===== config.mk =====
export PLATFORM = sky130hd
export DESIGN_NAME = spike_encoder
export DESIGN_NICKNAME = d
export VERILOG_FILES = /design/src/rtl/spike_encoder.sv
export SDC_FILE = /design/constraint.sdc
export NUM_CORES = 1
export LEC_CHECK = 0
export BUFFER_PORTS_ARGS = -buffer_cell sky130_fd_sc_hd__buf_2
export CORE_ASPECT_RATIO = 0.8
export CORE_MARGIN = 10
export CORE_UTILIZATION = 60
export CTS_BUF_LIST = sky130_fd_sc_hd__clkbuf_4
export DETAILED_ROUTE_END_ITERATION = 10
export HOLD_SLACK_MARGIN = 0.08
export PLACE_DENSITY = 0.81
export RECOVER_POWER = 50
export SETUP_SLACK_MARGIN = 0.05
export SLEW_MARGIN = 20
export SYNTH_ARGS = -nofsm -noshare
export SYNTH_HDL_FRONTEND = slang
export SYNTH_SLANG_ARGS = --single-unit

===== constraint.sdc =====
create_clock -name clk -period 7.8 [get_ports clk]
set_clock_uncertainty 0.05 [all_clocks]
set_input_delay 1.17 -clock clk [delete_from_list [all_inputs] [get_ports clk]]
set_output_delay 1.17 -clock clk [all_outputs]
set_load 0.01 [all_outputs]

===== src/rtl/spike_encoder.sv =====
// spike_encoder: serialises one N-bit spike frame into 6-bit run-length tokens ({chunk_end, delta}).
// Latency: first token valid the cycle after frame acceptance; one token per cycle thereafter.
// Backpressure: opt_ready=0 freezes all state so enc/opt_valid hold; ipt_ready is low for the whole frame.
//
// Ports:
//   clk, rst_n            - clock (rising edge) and asynchronous active-low reset
//   ipt_spk/ipt_valid     - input spike frame, bit i = presynaptic neuron i fired
//   ipt_ready             - high only while idle (ready to capture a new frame)
//   enc/opt_valid         - token output: enc[5] chunk end, enc[4:0] address delta
//   opt_ready             - downstream accepts the current token
// Optional build macro SPIKE_ENC_POPCNT_EN adds frame_spk_cnt/frame_done, a per-frame
// spike count reported with a single-cycle done pulse on the frame's last end token.
//
// N must be a multiple of 32 and at least 32.
module spike_encoder #(
    parameter int N = 128
) (
    input  logic         clk,
    input  logic         rst_n,
    input  logic [N-1:0] ipt_spk,
    input  logic         ipt_valid,
    output logic         ipt_ready,
    output logic [5:0]   enc,
    output logic         opt_valid,
    input  logic         opt_ready
`ifdef SPIKE_ENC_POPCNT_EN
    ,
    output logic [$clog2(N+1)-1:0] frame_spk_cnt,
    output logic                   frame_done
`endif
);

    localparam int CHUNK_NUM = N / 32;
    localparam int CIDX_WID  = (CHUNK_NUM > 1) ? $clog2(CHUNK_NUM) : 1;
    localparam logic [CIDX_WID-1:0] CIDX_LAST = CIDX_WID'(CHUNK_NUM - 1);

    localparam logic [0:0] ST_IDLE = 1'b0;
    localparam logic [0:0] ST_RUN  = 1'b1;

    logic [0:0]          state;
    logic [N-1:0]        frame;
    logic [31:0]         mask;      // spikes of the current chunk not yet emitted
    logic [4:0]          ptr;       // bit position of the last emitted spike in this chunk
    logic [CIDX_WID-1:0] cidx;
    logic [CIDX_WID-1:0] cidx_nxt;

    logic [4:0] low_idx;
    logic       mask_empty;
    logic       ipt_hs;
    logic       opt_hs;
    logic       last_chunk;

    // Lowest set bit of the mask; scanning downward lets the lowest hit win.
    always_comb begin
        low_idx = 5'd0;
        for (int i = 31; i >= 0; i--) begin
            if (mask[i]) begin
                low_idx = 5'(i);
            end
        end
    end

    assign mask_empty = (mask == 32'd0);
    assign last_chunk = (cidx == CIDX_LAST);
    assign cidx_nxt   = cidx + 1'b1;

    assign ipt_ready = (state == ST_IDLE);
    assign opt_valid = (state == ST_RUN);
    assign ipt_hs    = ipt_valid & ipt_ready;
    assign opt_hs    = opt_valid & opt_ready;

    // Token is derived only from registered state, so it cannot change while stalled.
    // low_idx >= ptr always holds, so the 5-bit subtraction never wraps.
    always_comb begin
        enc = 6'h00;
        if (state == ST_RUN) begin
            if (mask_empty) begin
                enc = {1'b1, 5'd31 - ptr};
            end else begin
                enc = {1'b0, low_idx - ptr};
            end
        end
    end

    always_ff @(posedge clk or negedge rst_n) begin
        if (!rst_n) begin
            state <= ST_IDLE;
            frame <= '0;
            mask  <= '0;
            ptr   <= '0;
            cidx  <= '0;
        end else begin
            case (state)
                ST_IDLE: begin
                    if (ipt_hs) begin
                        frame <= ipt_spk;
                        mask  <= ipt_spk[31:0];
                        ptr   <= '0;
                        cidx  <= '0;
                        state <= ST_RUN;
                    end
                end
                ST_RUN: begin
                    if (opt_hs) begin
                        if (!mask_empty) begin
                            mask[low_idx] <= 1'b0;
                            ptr           <= low_idx;
                        end else begin
                            ptr <= '0;
                            if (last_chunk) begin
                                state <= ST_IDLE;
                            end else begin
                                cidx <= cidx_nxt;
                                mask <= frame[{cidx_nxt, 5'd0} +: 32];
                            end
                        end
                    end
                end
                default: state <= ST_IDLE;
            endcase
        end
    end

`ifdef SPIKE_ENC_POPCNT_EN
    localparam int CNT_WID = $clog2(N + 1);

    logic [CNT_WID-1:0] spk_cnt;

    always_ff @(posedge clk or negedge rst_n) begin
        if (!rst_n) begin
            spk_cnt       <= '0;
            frame_spk_cnt <= '0;
            frame_done    <= 1'b0;
        end else begin
            frame_done <= 1'b0;
            if (opt_hs) begin
                if (!mask_empty) begin
                    spk_cnt <= spk_cnt + 1'b1;
                end else if (last_chunk) begin
                    frame_spk_cnt <= spk_cnt;
                    frame_done    <= 1'b1;
                    spk_cnt       <= '0;
                end
            end
        end
    end
`endif

endmodule


* Word-level counts from Yosys, hierarchy flattened
Cells that the tools add are included.
** Cells by class
- Add/subtract/negate cells :: 3
- $lt $le $gt $ge :: 2
- Equality and inequality tests :: 6
- Shift operators :: 1
- Multiplexer cells :: 55
- Bitwise operators :: 5
- Reduce and logical (&&, ||, !) cells :: 6
** Operators with widths (number)
- 5-bit two-way mux :: 35
- 32-bit two-way mux :: 4
- 128-bit by 8-bit indexed part select with 32-bit output :: 1
- 32-bit case mux with 2 select lines :: 1
- 32-bit AND :: 1
- 32-bit logical NOT :: 1
- 32-bit inverter :: 1
- 6-bit two-way mux :: 2
- 5-bit case mux with 2 select lines :: 1
- 2-bit two-way mux :: 4
- 5-bit by 6-bit < comparator with 1-bit output, second input constant :: 1
- 2-bit by 1-bit != test with 1-bit output, second input constant :: 3
- 1-bit demux with 5-bit select :: 1
- 5-bit by 1-bit >= comparator with 1-bit output, second input constant :: 1
- 1-bit two-way mux :: 5
- 5-bit subtractor :: 1
- 5-bit subtractor, first input constant :: 1
- 2-bit case mux with 2 select lines :: 1
- 2-bit AND reduction :: 2
- 4-bit AND reduction :: 1
- 3-bit != test, second input constant :: 1
- 3-bit AND reduction :: 1
- 2-bit by 1-bit adder with 2-bit output, second input constant :: 1
- 1-bit AND :: 2
- other kinds (5) :: 5
** Storage, ports and cells
- Register bits after elaboration :: 168
- Bits of input ports :: 132
- Output and inout port bits :: 8
- Word-level logic and storage cells :: 83

* Logic depth before layout (Yosys ltp)
- Depth after elaboration :: 41
- Mapped depth :: 14
- Mapped depth without buffers :: 14

* Worst setup path before layout
OpenSTA, ideal clock, no wires.
- Kind :: register -> output
- Start :: register mask[3]
- End :: output port enc[4]
- Data arrival time :: 2.933 ns
- Data required time :: 6.580 ns
- Path slack :: 3.647 ns
- Cell stages (with the launch flop) :: 15
- Path buffers :: 0
- Path through :: dfrtp_1 -> or2_2 -> a2111oi_0 -> nand3_1 -> o211a_1 -> inv_1 -> ha_1 -> inv_1 -> fa_1 -> a21o_1 -> a21oi_1 -> nor2_1 -> a21oi_1 -> xor2_1 -> nor2_1
** Between the ends
- Cells in the longest elaborated chain, start to end :: 7
** RTL lines
- from (decl) :: RTL line 42 : logic [31:0] mask;
- from (signal assigned) :: RTL line 97 : mask <= ipt_spk[31:0];
- from (signal assigned) :: RTL line 114 : mask <= frame[{cidx_nxt, 5'd0} +: 32];
- 5-bit two-way mux (4 in series) :: RTL line 57 : if (mask[i]) begin
- 5-bit subtractor :: RTL line 80 : enc = {1'b0, low_idx - ptr};
- 6-bit two-way mux (*) :: RTL line 77 : if (mask_empty) begin
- 6-bit two-way mux (*) :: RTL line 76 : if (state == ST_RUN) begin
- to (decl) :: RTL line 23 : output logic [5:0] enc,
Mark *: on every way between the ends. The rest lies on a longest branch, timed or not.

* Worst setup path in the final report
- Start :: register state (netlist: opt_valid)
- End :: register frame[85]
** Between the ends
- Cells in the longest elaborated chain, start to end :: 3
** RTL lines
- from (decl) :: RTL line 40 : logic [0:0] state;
- from (signal assigned) :: RTL line 87 : state <= ST_IDLE;
- from (signal assigned) :: RTL line 100 : state <= ST_RUN;
- from (signal assigned) :: RTL line 111 : state <= ST_IDLE;
- 1-bit inverter (no source line) (*)
- 1-bit AND :: RTL line 69 : assign ipt_hs = ipt_valid & ipt_ready;
- 2-bit AND reduction (no source line) (*)
- to (signal assigned) :: RTL line 96 : frame <= ipt_spk;
- to (decl) :: RTL line 41 : logic [N-1:0] frame;
Marks and branches as above.
A chain may end at the register's enable or synchronous reset.

==> summary.md <==
| Metric | Value |
|---|---|
| Initial DRT Pass Iterations | `5` |
| Worst path setup slack after routing | `2510 ps` |
| Vias in the first global route | `6939` |
| Family with the most delay on the worst path | `buffers and inverters` |
| Logic pwr share | `0.324` |
| Mapped Nets | `850` |
| Port Buffers | `139` |
| Worst-Skew Late Latency | `580 ps` |
| Max-Slew Margin vs Limit | `-1.19` |
| Post-synthesis cell type count | `63` |
| Sequential fraction of design power | `0.478` |
| Syn_area_per_cell | `12.0 µm²` |
| Maxcap violations | `3` |
| Post-CTS setup buffer count | `0` |
| Hold Path Class | `reg2reg` |
| GPL Wtd Cong | `0.945` |
| Final Power | `0.00297 W` |
| Layout cells sized above 1 | `0.416` |
| Longest Clk Path Bufs | `2` |
| Die height | `127 µm` |
| Internal Pwr Total | `0.00200 W` |
| Status | `finished with violations` |
| Number of buffers and inverters on the critical path | `3` |
| Synth area leaders | `dfrtp_1 (49%), mux2_2 (17%), mux4_2 (8.4%)` |
| Asr flop ratio synth | `1.00` |
| Tcrit/Tclk final | `0.678` |
| # fillers | `1005` |
| Vias | `6521` |
| Post-route cell area | `0.00970 mm²` |
| CP arrival | `5700 ps` |
| Pin count of the biggest net entering global routing | `110` |
| Vias per inst | `6.34` |
| Post-synth EDFFs | `0` |
| CP max FO | `80` |
| Critical path cell sequence | `clkbuf_1, nor2b_4, clkbuf_1, buf_4, mux2_2` |
| First-pass GRT wire length | `37200 µm` |
| CP Class | `reg2reg` |
| I/O pin count | `140` |
| Most common cell after layout, fill and taps aside | `dfrtp_1` |
| Clock Sinks | `168` |
| Clk network pwr share | `0.198` |
| Hold Slack | `469 ps` |
| Clock tree root driver cell | `clkbuf_4` |
| # diodes | `0` |
| Leading area contributor after synthesis | `dfrtp_1` |
| Post-synthesis cell count | `712` |
| Inserted Clock Buffers | `17` |
| Nets@finish | `973` |
| Post-synthesis register bit count | `168` |
| Power Dens Cells | `306 mW/mm²` |
| Crit-path slowest cell | `clkbuf_1` |
| Synth-to-layout area growth | `13.4%` |
| Drt wl/cell | `22.6 µm` |
| Most common flop cell mapped by yosys | `dfrtp_1` |
| Worst setup SP type | `flip-flop` |
| Fin. max-slew vios | `155` |
| # hold bufs at CTS | `0` |
| CTS tree | `built` |
| Routed Antenna Nets | `0` |
| Failing checks | `capacitance limit, slew limit` |
| Fin Setup TNS | `0 ps` |
| Post-layout min period | `5290 ps` |
| Most frequent cells in the layout | `dfrtp_1 (167), buf_2 (138), mux2_2 (128)` |
| Most used cell, CP | `clkbuf_1` |
| RSZ-0062 raised after global routing | `no` |
| Fmax achieved | `189 MHz` |
| Place WS | `3260 ps` |
| GR Overflow Total | `0` |
| Slowest Stage Delay on Critical Path | `2090 ps` |
| Clk pin slew, worst setup/hold paths | `150 ps` |
| Initial core utilization | `0.622` |
| Remaining DRCs | `0` |
| Psw | `0.000969 W` |
| Lkg Pwr | `4.19 nW` |
| Detail Placement HPWL | `16300 µm` |
| Switching Fraction | `0.326` |
| DP Area | `0.00937 mm²` |
| Die X | `153 µm` |
| Crit end category | `flip-flop` |
| Number of hold violations in the final report | `0` |
| Worst path required time | `8220 ps` |
| # rows | `38` |
| Peak supply drop | `0.246 mV` |
| Die area | `0.0195 mm²` |
| Cell Area, Synth | `0.00855 mm²` |
| YS warnings | `0` |
| Total GRT Usage | `0.236` |
| 1st-iter DRT viols | `498` |
| Register area share after synthesis | `0.492` |
| Antenna violations before repair | `0` |
| Final setup viols | `0` |
| Yosys top cell area share | `0.492` |
| Core area | `0.0137 mm²` |
| Worst Tran Pin Value | `3290 ps` |
| Final wirelength | `23200 µm` |
| CTS resizes | `0` |
| H-tree depth | `4` |
## worst register-to-register path, cell delays in order, from the launching register on
cell and delay [ps]:
dfrtp_1 380, clkbuf_1 800, nor2b_4 350, clkbuf_1 2090, buf_4 1050, mux2_2 470
## logic make-up (layout without fill, tap and decap cells)
logic type      Yosys count  count (layout)  synth area share
flops                   168             168             0.492
simple gates            144             144            0.0832
xor+xnor                  3               3           0.00307
mux                     162             162             0.255
compound gates          165             165             0.126
fa+ha+maj                 6               6           0.00965
buf+inv                  64             200            0.0312
## synth_stat cells, types with 4 or more instances
master       n
a31oi_1     11
nor4_1       6
nor2_1      39
or4_1        5
clkbuf_1    34
nand3_1     13
ha_1         5
buf_1        4
nor2b_1      5
a21o_1       4
a211oi_1     7
a22o_1       5
o21ai_0     18
o22ai_1      5
mux2_2     128
buf_4        4
a22oi_1      5
nand2_1     44
o2bb2ai_1    4
or2_2        6
a21oi_1     61
mux4_2      32
o211ai_1     8
o21a_1       5
dfrtp_1    168
and3_1      10
inv_1       17
## stage by stage
stage / std cells / utilization
CTS: 1028 / 0.707
global placement: 996 / 0.682
floorplan: 712 / -
global route: 1028 / 0.706
detailed placement: 996 / 0.682
finish: 1028 / 0.706
## state kept, by name, summed over array words and instances (netlist names)
name       flops
cidx           2
ptr            5
frame        128
mask          32
opt_valid      1
## path summary, 6_finish.rpt
path | from | end | slack [ps] | cells after the start
worst min register to register | frame[123]$_DFFE_PN0P_ | frame[123]$_DFFE_PN0P_ | 470 | 1
worst min-delay path | frame[123]$_DFFE_PN0P_ | frame[123]$_DFFE_PN0P_ | 470 | 1
worst max-delay path | opt_valid$_DFF_PN0_ | frame[85]$_DFFE_PN0P_ | 2510 | 5
min in group asynchronous | rst_n | frame[36]$_DFFE_PN0P_ | 630 | 1
worst max register to register | opt_valid$_DFF_PN0_ | frame[85]$_DFFE_PN0P_ | 2510 | 5
max in group asynchronous | rst_n | cidx[0]$_DFFE_PN0P_ | 3200 | 2
## area by class of cell
class	count	area (µm²)	share of cell area
inverter	18	67.6	0.00697
clock inverter	13	193	0.0199
clock buffer	19	143	0.0147
multi-input combinational	480	4090	0.422
tap	180	225	0.0232
sequential	168	4210	0.434
timing repair buffer	150	773	0.0797
## power by group through the flow
stage	clock (W)	sequential, W	combinational (W)
floorplan	0	0.00135	0.000740
global placement	0	0.00140	0.000925
detailed placement	0	0.00143	0.000957
CTS	0.000594	0.00142	0.000962
global route	0.000630	0.00146	0.00105
finish	0.000586	0.00142	0.000961
## layer usage
metal / wire (µm) / global-route usage
met2: 11000 / 0.370
met3: 1740 / 0.0672
met5: 0 / 0
met1: 10000 / 0.316
met4: 417 / 0.0643
Power figures use the tool's default switching activity.
